===== src/rtl/sub_pipe_pkg.sv =====
// Shared constants and record types for the pipelined subtractor.
package sub_pipe_pkg;

  localparam int SP_WIDTH = 16;
  localparam int SP_GROUP = 4;

  // One pipeline slot: diff bits resolved so far, carry into the next group,
  // and the operands (minuend and inverted subtrahend) still to be consumed.
  typedef struct packed {
    logic                valid;
    logic                carry;
    logic [SP_WIDTH-1:0] diff;
    logic [SP_WIDTH-1:0] a;
    logic [SP_WIDTH-1:0] nb;
  } stage_t;

  typedef struct packed {
    logic [SP_WIDTH-1:0] diff;
    logic                borrow;
    logic                lt_s;
    logic                zero;
  } result_t;

endpackage


===== src/rtl/sub_group.sv =====
// Combinational GROUP-bit carry-lookahead slice computing a + nb + cin.
module sub_group
  import sub_pipe_pkg::*;
#(
  parameter int GROUP = SP_GROUP
) (
  input  logic [GROUP-1:0] a,
  input  logic [GROUP-1:0] nb,
  input  logic             cin,
  output logic [GROUP-1:0] s,
  output logic             cout,
  output logic             g,
  output logic             p
);
  logic [GROUP-1:0] gb, pb, gg, pp;
  logic [GROUP:0]   c;
  logic             prop;

  assign gb = a & nb;
  assign pb = a | nb;

  // gg[i]/pp[i]: generate/propagate of bits i..0, flattened so every carry is
  // a two-level function of the bit terms and cin.
  always_comb begin
    gg   = '0;
    pp   = '0;
    c    = '0;
    prop = 1'b1;
    c[0] = cin;
    for (int i = 0; i < GROUP; i++) begin
      gg[i] = gb[i];
      prop  = pb[i];
      for (int j = i - 1; j >= 0; j--) begin
        gg[i] = gg[i] | (prop & gb[j]);
        prop  = prop & pb[j];
      end
      pp[i]   = prop;
      c[i+1]  = gg[i] | (pp[i] & cin);
    end
  end

  assign s    = a ^ nb ^ c[GROUP-1:0];
  assign cout = c[GROUP];
  assign g    = gg[GROUP-1];
  assign p    = pp[GROUP-1];

endmodule


===== src/rtl/sub_pipe.sv =====
// Pipelined subtractor: a - b as a + ~b + 1, one lookahead group per stage,
// carry registered between stages, valid/ready streaming on both sides.
module sub_pipe
  import sub_pipe_pkg::*;
#(
  parameter int WIDTH = SP_WIDTH,
  parameter int GROUP = SP_GROUP
) (
  input  logic             clk,
  input  logic             rst,
  input  logic             in_valid,
  output logic             in_ready,
  input  logic [WIDTH-1:0] in_a,
  input  logic [WIDTH-1:0] in_b,
  output logic             out_valid,
  input  logic             out_ready,
  output logic [WIDTH-1:0] out_diff,
  output logic             out_borrow,
  output logic             out_lt_s,
  output logic             out_zero
);
  localparam int STAGES = WIDTH / GROUP;
  localparam int LAST   = STAGES - 1;

  stage_t            st_reg   [STAGES];
  stage_t            st_next  [STAGES];
  logic [GROUP-1:0]  grp_s    [STAGES];
  logic              grp_cout [STAGES];
  logic              grp_g    [STAGES];
  logic              grp_p    [STAGES];
  logic [STAGES-1:0] adv;
  logic              out_adv, accept, carry_out, overflow, diff_msb;
  result_t           res_reg, res_next;
  logic              out_valid_reg;

  generate
    for (genvar gi = 0; gi < STAGES; gi++) begin : g_stage
      sub_group #(.GROUP(GROUP)) u_group (
        .a    (st_reg[gi].a[gi*GROUP +: GROUP]),
        .nb   (st_reg[gi].nb[gi*GROUP +: GROUP]),
        .cin  (st_reg[gi].carry),
        .s    (grp_s[gi]),
        .cout (grp_cout[gi]),
        .g    (grp_g[gi]),
        .p    (grp_p[gi])
      );
    end
  endgenerate

  always_comb begin
    for (int k = 0; k < STAGES; k++) begin
      st_next[k]                        = st_reg[k];
      st_next[k].diff[k*GROUP +: GROUP] = grp_s[k];
      st_next[k].carry                  = grp_cout[k];
    end
  end

  // Bubble-collapsing: a stage moves on when its successor is empty or moving.
  always_comb begin
    out_adv   = !out_valid_reg || out_ready;
    adv       = '0;
    adv[LAST] = st_reg[LAST].valid && out_adv;
    for (int k = LAST - 1; k >= 0; k--) begin
      adv[k] = st_reg[k].valid && (!st_reg[k+1].valid || adv[k+1]);
    end
  end

  assign in_ready = !rst && (!st_reg[0].valid || adv[0]);
  assign accept   = in_valid && in_ready;

  always_comb begin
    res_next        = '0;
    carry_out       = grp_g[LAST] | (grp_p[LAST] & st_reg[LAST].carry);
    diff_msb        = st_next[LAST].diff[WIDTH-1];
    overflow        = (st_reg[LAST].a[WIDTH-1] ^ ~st_reg[LAST].nb[WIDTH-1])
                    & (st_reg[LAST].a[WIDTH-1] ^ diff_msb);
    res_next.diff   = st_next[LAST].diff;
    res_next.borrow = !carry_out;
    res_next.lt_s   = diff_msb ^ overflow;
    res_next.zero   = (st_next[LAST].diff == '0);
  end

  always_ff @(posedge clk) begin
    if (rst) begin
      for (int k = 0; k < STAGES; k++) begin
        st_reg[k] <= '0;
      end
      res_reg       <= '0;
      out_valid_reg <= 1'b0;
    end else begin
      if (accept) begin
        st_reg[0] <= '{valid: 1'b1, carry: 1'b1, diff: '0, a: in_a, nb: ~in_b};
      end else if (adv[0]) begin
        st_reg[0].valid <= 1'b0;
      end
      for (int k = 1; k < STAGES; k++) begin
        if (adv[k-1]) begin
          st_reg[k] <= st_next[k-1];
        end else if (adv[k]) begin
          st_reg[k].valid <= 1'b0;
        end
      end
      // Result fields are zeroed whenever the output slot empties.
      if (out_adv) begin
        out_valid_reg <= st_reg[LAST].valid;
        res_reg       <= st_reg[LAST].valid ? res_next : '0;
      end
    end
  end

  assign out_valid  = out_valid_reg;
  assign out_diff   = res_reg.diff;
  assign out_borrow = res_reg.borrow;
  assign out_lt_s   = res_reg.lt_s;
  assign out_zero   = res_reg.zero;

endmodule


===== config.mk =====
export PLATFORM = sky130hd
export DESIGN_NAME = sub_pipe
export DESIGN_NICKNAME = d
export VERILOG_FILES = /design/src/rtl/sub_pipe_pkg.sv /design/src/rtl/sub_group.sv /design/src/rtl/sub_pipe.sv
export SDC_FILE = /design/constraint.sdc
export NUM_CORES = 1
export LEC_CHECK = 0
export CAP_MARGIN = 5
export CORE_ASPECT_RATIO = 1.1
export CORE_MARGIN = 5
export CORE_UTILIZATION = 35
export CTS_CLUSTER_SIZE = 10
export DETAILED_ROUTE_END_ITERATION = 8
export HOLD_SLACK_MARGIN = 0.02
export PLACE_DENSITY = 0.57
export RECOVER_POWER = 50
export REMOVE_ABC_BUFFERS = 1
export SYNTH_ARGS = -nofsm -noshare
export SYNTH_HDL_FRONTEND = slang
export SYNTH_SLANG_ARGS = --single-unit

===== constraint.sdc =====
create_clock -name clk -period 2.8 [get_ports clk]
set_clock_uncertainty 0.2 [all_clocks]
set_input_delay 0.56 -clock clk [delete_from_list [all_inputs] [get_ports clk]]
set_output_delay 0.56 -clock clk [all_outputs]
set_load 0.05 [all_outputs]

== Word-level counts from Yosys, hierarchy flattened ==
Memories as Yosys holds them, arrays and structs flattened.
Index checks and enable logic that the tools add are counted.
Widths: inputs -> output; s select.

* Register bits after elaboration: 20
* Memory bits (writable): 200
* Bits of input ports: 36
* Memories kept: 1

* Mux-type cells: 36
* Bitwise gates (word level): 134
* Reduce and logical (&&, ||, !) cells: 19

{| class="wikitable"
|+ Memory list
! name !! depth !! bits a word !! rd ports !! clocked after memory_dff !! wr ports !! line !! text
|-
| st_reg || 4 || 50 || 4 || 0 || 4 || sub_pipe.sv:25 || <nowiki>stage_t st_reg [STAGES];</nowiki>
|}

{| class="wikitable"
|+ Operators by type and width
! cell !! number
|-
| $mux 50 || 4
|-
| $and 1x1->1 || 65
|-
| $or 1x1->1 || 48
|-
| $xor 4x4->4 || 8
|-
| $mux 1 || 31
|-
| $mux 19 || 1
|-
| $and 4x4->4 || 4
|-
| $logic_not 16->1 || 1
|-
| $not 16->16 || 1
|-
| $or 4x4->4 || 4
|-
| $logic_not 1->1 || 7
|-
| $logic_and 1x1->1 || 6
|-
| $logic_or 1x1->1 || 5
|-
| $xor 1x1->1 || 3
|-
| $not 1->1 || 1
|}

== Depth between registers and ports, before layout ==
* Depth after elaboration: 17
* Depth in mapped cells: 10
* Mapped depth without buffers: 10

== Modules after synthesis ==
A second synthesis with hierarchy kept.

* Cells, all modules: 485
* Area total of the unflattened synthesis: 6109.6 sq um

{| class="wikitable"
|+ Modules (own cells, without submodules)
! module !! times used !! cells an instance !! area an instance (sq um) !! seq. area each (sq um)
|-
| sub_pipe || 1 || 353 || 5033.6 || 3753.6
|-
| sub_group || 4 || 33 || 269.0 || 0.0
|}

== Worst setup path after synthesis ==
Ideal clock, no wire load.

* Path type: register to register
* Start point: register out_valid_reg, in the netlist out_valid (read register of st_reg)
* End point: memory st_reg[0][0] in the netlist's numbering, enable pin
* Data arrival time: 1.956 ns
* Setup slack: 0.167 ns
* Cell stages (with the launch flop): 6
* Buffers on the path: 1
* Period minus slack after synthesis: 2.633 ns
* Cells stage by stage: dfxtp_1 > and4b_4 > a31oi_4 > nand2_2 > buf_6 > nand2_1

{| class="wikitable"
|+ RTL lines
! element !! line !! text
|-
| start, declared || sub_pipe.sv:34 || <nowiki>logic out_valid_reg;</nowiki>
|-
| end, declared || sub_pipe.sv:25 ||
|}

== Worst setup path after layout ==
* Start point: input port out_ready
* End point: output port in_ready

* Cells in the longest elaborated chain, start to end: 10

{| class="wikitable"
|+ Ends and longest elaborated chain
! element !! line !! text
|-
| start, declared || sub_pipe.sv:16 || <nowiki>input logic out_ready,</nowiki>
|-
| $logic_or 1x1->1 || sub_pipe.sv:60 || <nowiki>out_adv = !out_valid_reg || out_ready;</nowiki>
|-
| $logic_and 1x1->1 || sub_pipe.sv:62 || <nowiki>adv[LAST] = st_reg[LAST].valid && out_adv;</nowiki>
|-
| $logic_or 1x1->1 || sub_pipe.sv:64 || <nowiki>adv[k] = st_reg[k].valid && (!st_reg[k+1].valid || adv[k+1]);</nowiki>
|-
| $logic_and 1x1->1 || sub_pipe.sv:64 ||
|-
| $logic_or 1x1->1 || sub_pipe.sv:64 ||
|-
| $logic_and 1x1->1 || sub_pipe.sv:64 ||
|-
| $logic_or 1x1->1 || sub_pipe.sv:64 ||
|-
| $logic_and 1x1->1 || sub_pipe.sv:64 ||
|-
| $logic_or 1x1->1 || sub_pipe.sv:68 || <nowiki>assign in_ready = !rst && (!st_reg[0].valid || adv[0]);</nowiki>
|-
| $logic_and 1x1->1 || sub_pipe.sv:68 ||
|-
| end, declared || sub_pipe.sv:12 || <nowiki>output logic in_ready,</nowiki>
|}

No other way between the ends.

==> run summary <==
status: finished, final reports clean
Netlist cell types: 44
Rows: 49
max_slew headroom: 45.8%
sw frac: 22.8%
Yosys top cell area share: 56.4%
clk_lat worst skew: 410 ps
Pre-Repair DR Iteration Count: 4
Worst setup EP type: output pin
crit path kind: in2out
Int Power: 4.03 mW
Pleak: 2.93 nW
CP Max Fanout: 8
most common flop cell mapped by yosys: edfxtp_1
I/O Buffers: 56
part of the Yosys area used for sequential elements: 63.5%
MaxCap Viol Count: 0
flops & latches, synth: 132
Ports: 57
Yosys warnings: 0
pin count of the biggest net entering global routing: 33
Logic pwr share: 11.6%
Slowest-stage cell, CP: dlygate4sd3_1
Detail Placement HPWL: 6670 um
CP required: 2040 ps
Syn Inst Count: 470
initial DRC count: 150
Hold WS: 247 ps
via count: 3346
DRC viols: 0
Psw: 1.19 mW
initial antenna violation count: 0
worst path cell trace: dlygate4sd3_1 -> and4b_4 -> a31oi_4 -> buf_12
Power Density: 709 mW/mm^2
Die Area: 0.0196 mm^2
clock root cell: clkbuf_16
delay-heaviest family, CP: buffers and inverters
routed vias/inst: 4.41
Crit path arrival time: 1940 ps
ys async rst share: 0%
core area: 0.0165 mm^2
RSZ-0062 raised after global routing: false
largest cells by area after synthesis: edfxtp_1, dfxtp_1, ha_1
Final Cycle Share: 96.4%
total track usage: 10.0%
number of enable flip-flop cells after synthesis: 111
die width: 134 um
clock power share: 41.8%
clk sinks: 132
Layout Nets: 616
Synth Cell Area: 0.00591 mm^2
critical path buffer and inverter count: 2
drt total wl: 8980 um
max reg flops: 112
# hold bufs at CTS: 0
initial core utilization: 35.9%
Avg WL per Cell: 11.8 um
Hold Vio Cnt, Final: 0
Final setup viols: 0
setup ws final: 99.5 ps
Setup WS pre-CTS: 110 ps
wire length of the first global-routing pass: 15700 um
area grow syn2layout: 24.4%
Max Clk Rate: 370 MHz
startpoint types: input port
Slew Limit Fails: 0
vias in the first global route: 3364
ratio of cells with drive above 1 in the final layout: 9.19%
Yosys top cell by area: edfxtp_1
CTS tree: yes
CP peak stage delay: 580 ps
Sequential Power Share: 46.5%
Final GP Congestion: 0.739
Num CTS Buffers: 17
Max clock buf depth: 2
post-layout minimum cycle time: 2700 ps
Post-DRT Antenna Nets: 0
Synth Area per Inst: 12.6 um^2
Worst Hold Class: reg2reg
Diodes inserted: 0
# H-tree levels: 4
slew of the pin with the lowest slew margin: 813 ps
Worst VDD drop: 0.448 mV
total power: 5.22 mW
GR Overflow Total: 0
final core utilization: 44.6%
die extent in y: 146 um
register clock-pin slew on the reported worst setup and hold paths: 50 ps
-- power groups by stage --
| stage | Sequential, mW | Combinational [mW] | Clock (mW) |
|---|---|---|---|
| 2_1_floorplan | 2.53 | 0.318 | 0 |
| 3_3_place_gp | 2.47 | 0.605 | 0 |
| 3_5_place_dp | 2.47 | 0.614 | 0 |
| 4_1_cts | 2.43 | 0.618 | 2.24 |
| 5_1_grt | 2.45 | 0.679 | 2.33 |
| 6_report | 2.43 | 0.607 | 2.18 |
-- tightest hold or removal path: stages (launching register included) --
cell and delay [ps]:
dfxtp_1 300, nand2_1 50, a21oi_1 50
-- area by class of cell --
class	count	area (um^2)
clock buffers	25	539
fillers	1503	9130
inverters	49	185
repair buffers	71	688
well taps	204	255
multi-input cells	271	1870
flip-flops and latches	132	3750
clock inverters	7	66.3
-- cell usage in the layout (no fill, tap or decap), types with 3 or more instances in the layout --
cell,n
a21o_1,5
and2_0,6
ha_1,33
clkinv_2,5
nor2_1,26
edfxtp_1,111
o21ai_0,3
inv_1,45
clkbuf_16,20
o21bai_1,5
clkbuf_1,7
buf_4,6
nand2_1,21
o21a_1,5
a21oi_1,27
and2_1,56
nor3_1,8
xnor2_1,4
nand3_1,19
nor4_1,4
clkdlybuf4s50_1,53
dfxtp_1,21
nand2b_1,5
and3_1,16
nor2b_1,5
fa_1,5
buf_12,3
-- cell usage after synthesis (4+ instances only) --
cell type and number:
nand2b_1 5, nor4_1 5, and3_1 16, a21o_1 5, ha_1 33, nor2_1 26
nor3_1 8, buf_2 4, nand3_1 18, edfxtp_1 111, nand2_1 21, clkbuf_1 8
o21a_1 5, nor2b_1 5, o21bai_1 5, a21oi_1 27, dfxtp_1 21, fa_1 5
buf_6 4, and2_1 62, xnor2_1 4, inv_1 45
-- path summary, 6_finish.rpt --
kind / slack, ps / endpoint / cells past startpoint / startpoint
hold reg to reg: 250 / out_diff[7]$_SDFFE_PP0P_ / 2 / out_diff[7]$_SDFFE_PP0P_
setup / recovery: 100 / in_ready / 4 / out_ready
hold / removal: 250 / out_diff[7]$_SDFFE_PP0P_ / 2 / out_diff[7]$_SDFFE_PP0P_
setup reg to reg: 160 / out_zero$_SDFFE_PP0P_ / 10 / st_reg[0][162]$_SDFFCE_PN0P_
-- repair_timing --
action / in CTS / in global routing
setup endpoints to repair: 0 / 1
resized for setup: 0 / 4
buffers inserted: 0 / 2
-- per-layer routing --
layer  part of all wire, %  GRT usage [%]  vias up
met5                     0              0        -
met4                   1.9           4.32        0
met3                   4.7           3.58       16
met2                    48           15.8       75
met1                    46           12.4     1493
li1                      -              -     1762
-- through the flow --
stage,TNS (ps),instance area (um^2),cells
finish,0,7360,759
floorplan,-7990,5810,452
global route,0,7360,759
global placement,0,6770,725
CTS,0,7380,757
detailed placement,0,6770,725
-- logic make-up (layout without fill, tap and decap cells) --
logic type | after synthesis | after routing | share of synthesized area (%)
buf+inv | 67 | 152 | 4.89
simple gates | 174 | 174 | 16.3
compound gates | 54 | 54 | 5.95
xor+xnor | 5 | 5 | 0.741
flops | 132 | 132 | 63.5
fa+ha+maj | 38 | 38 | 8.68
No activity file was read; power rests on OpenSTA's default activity.
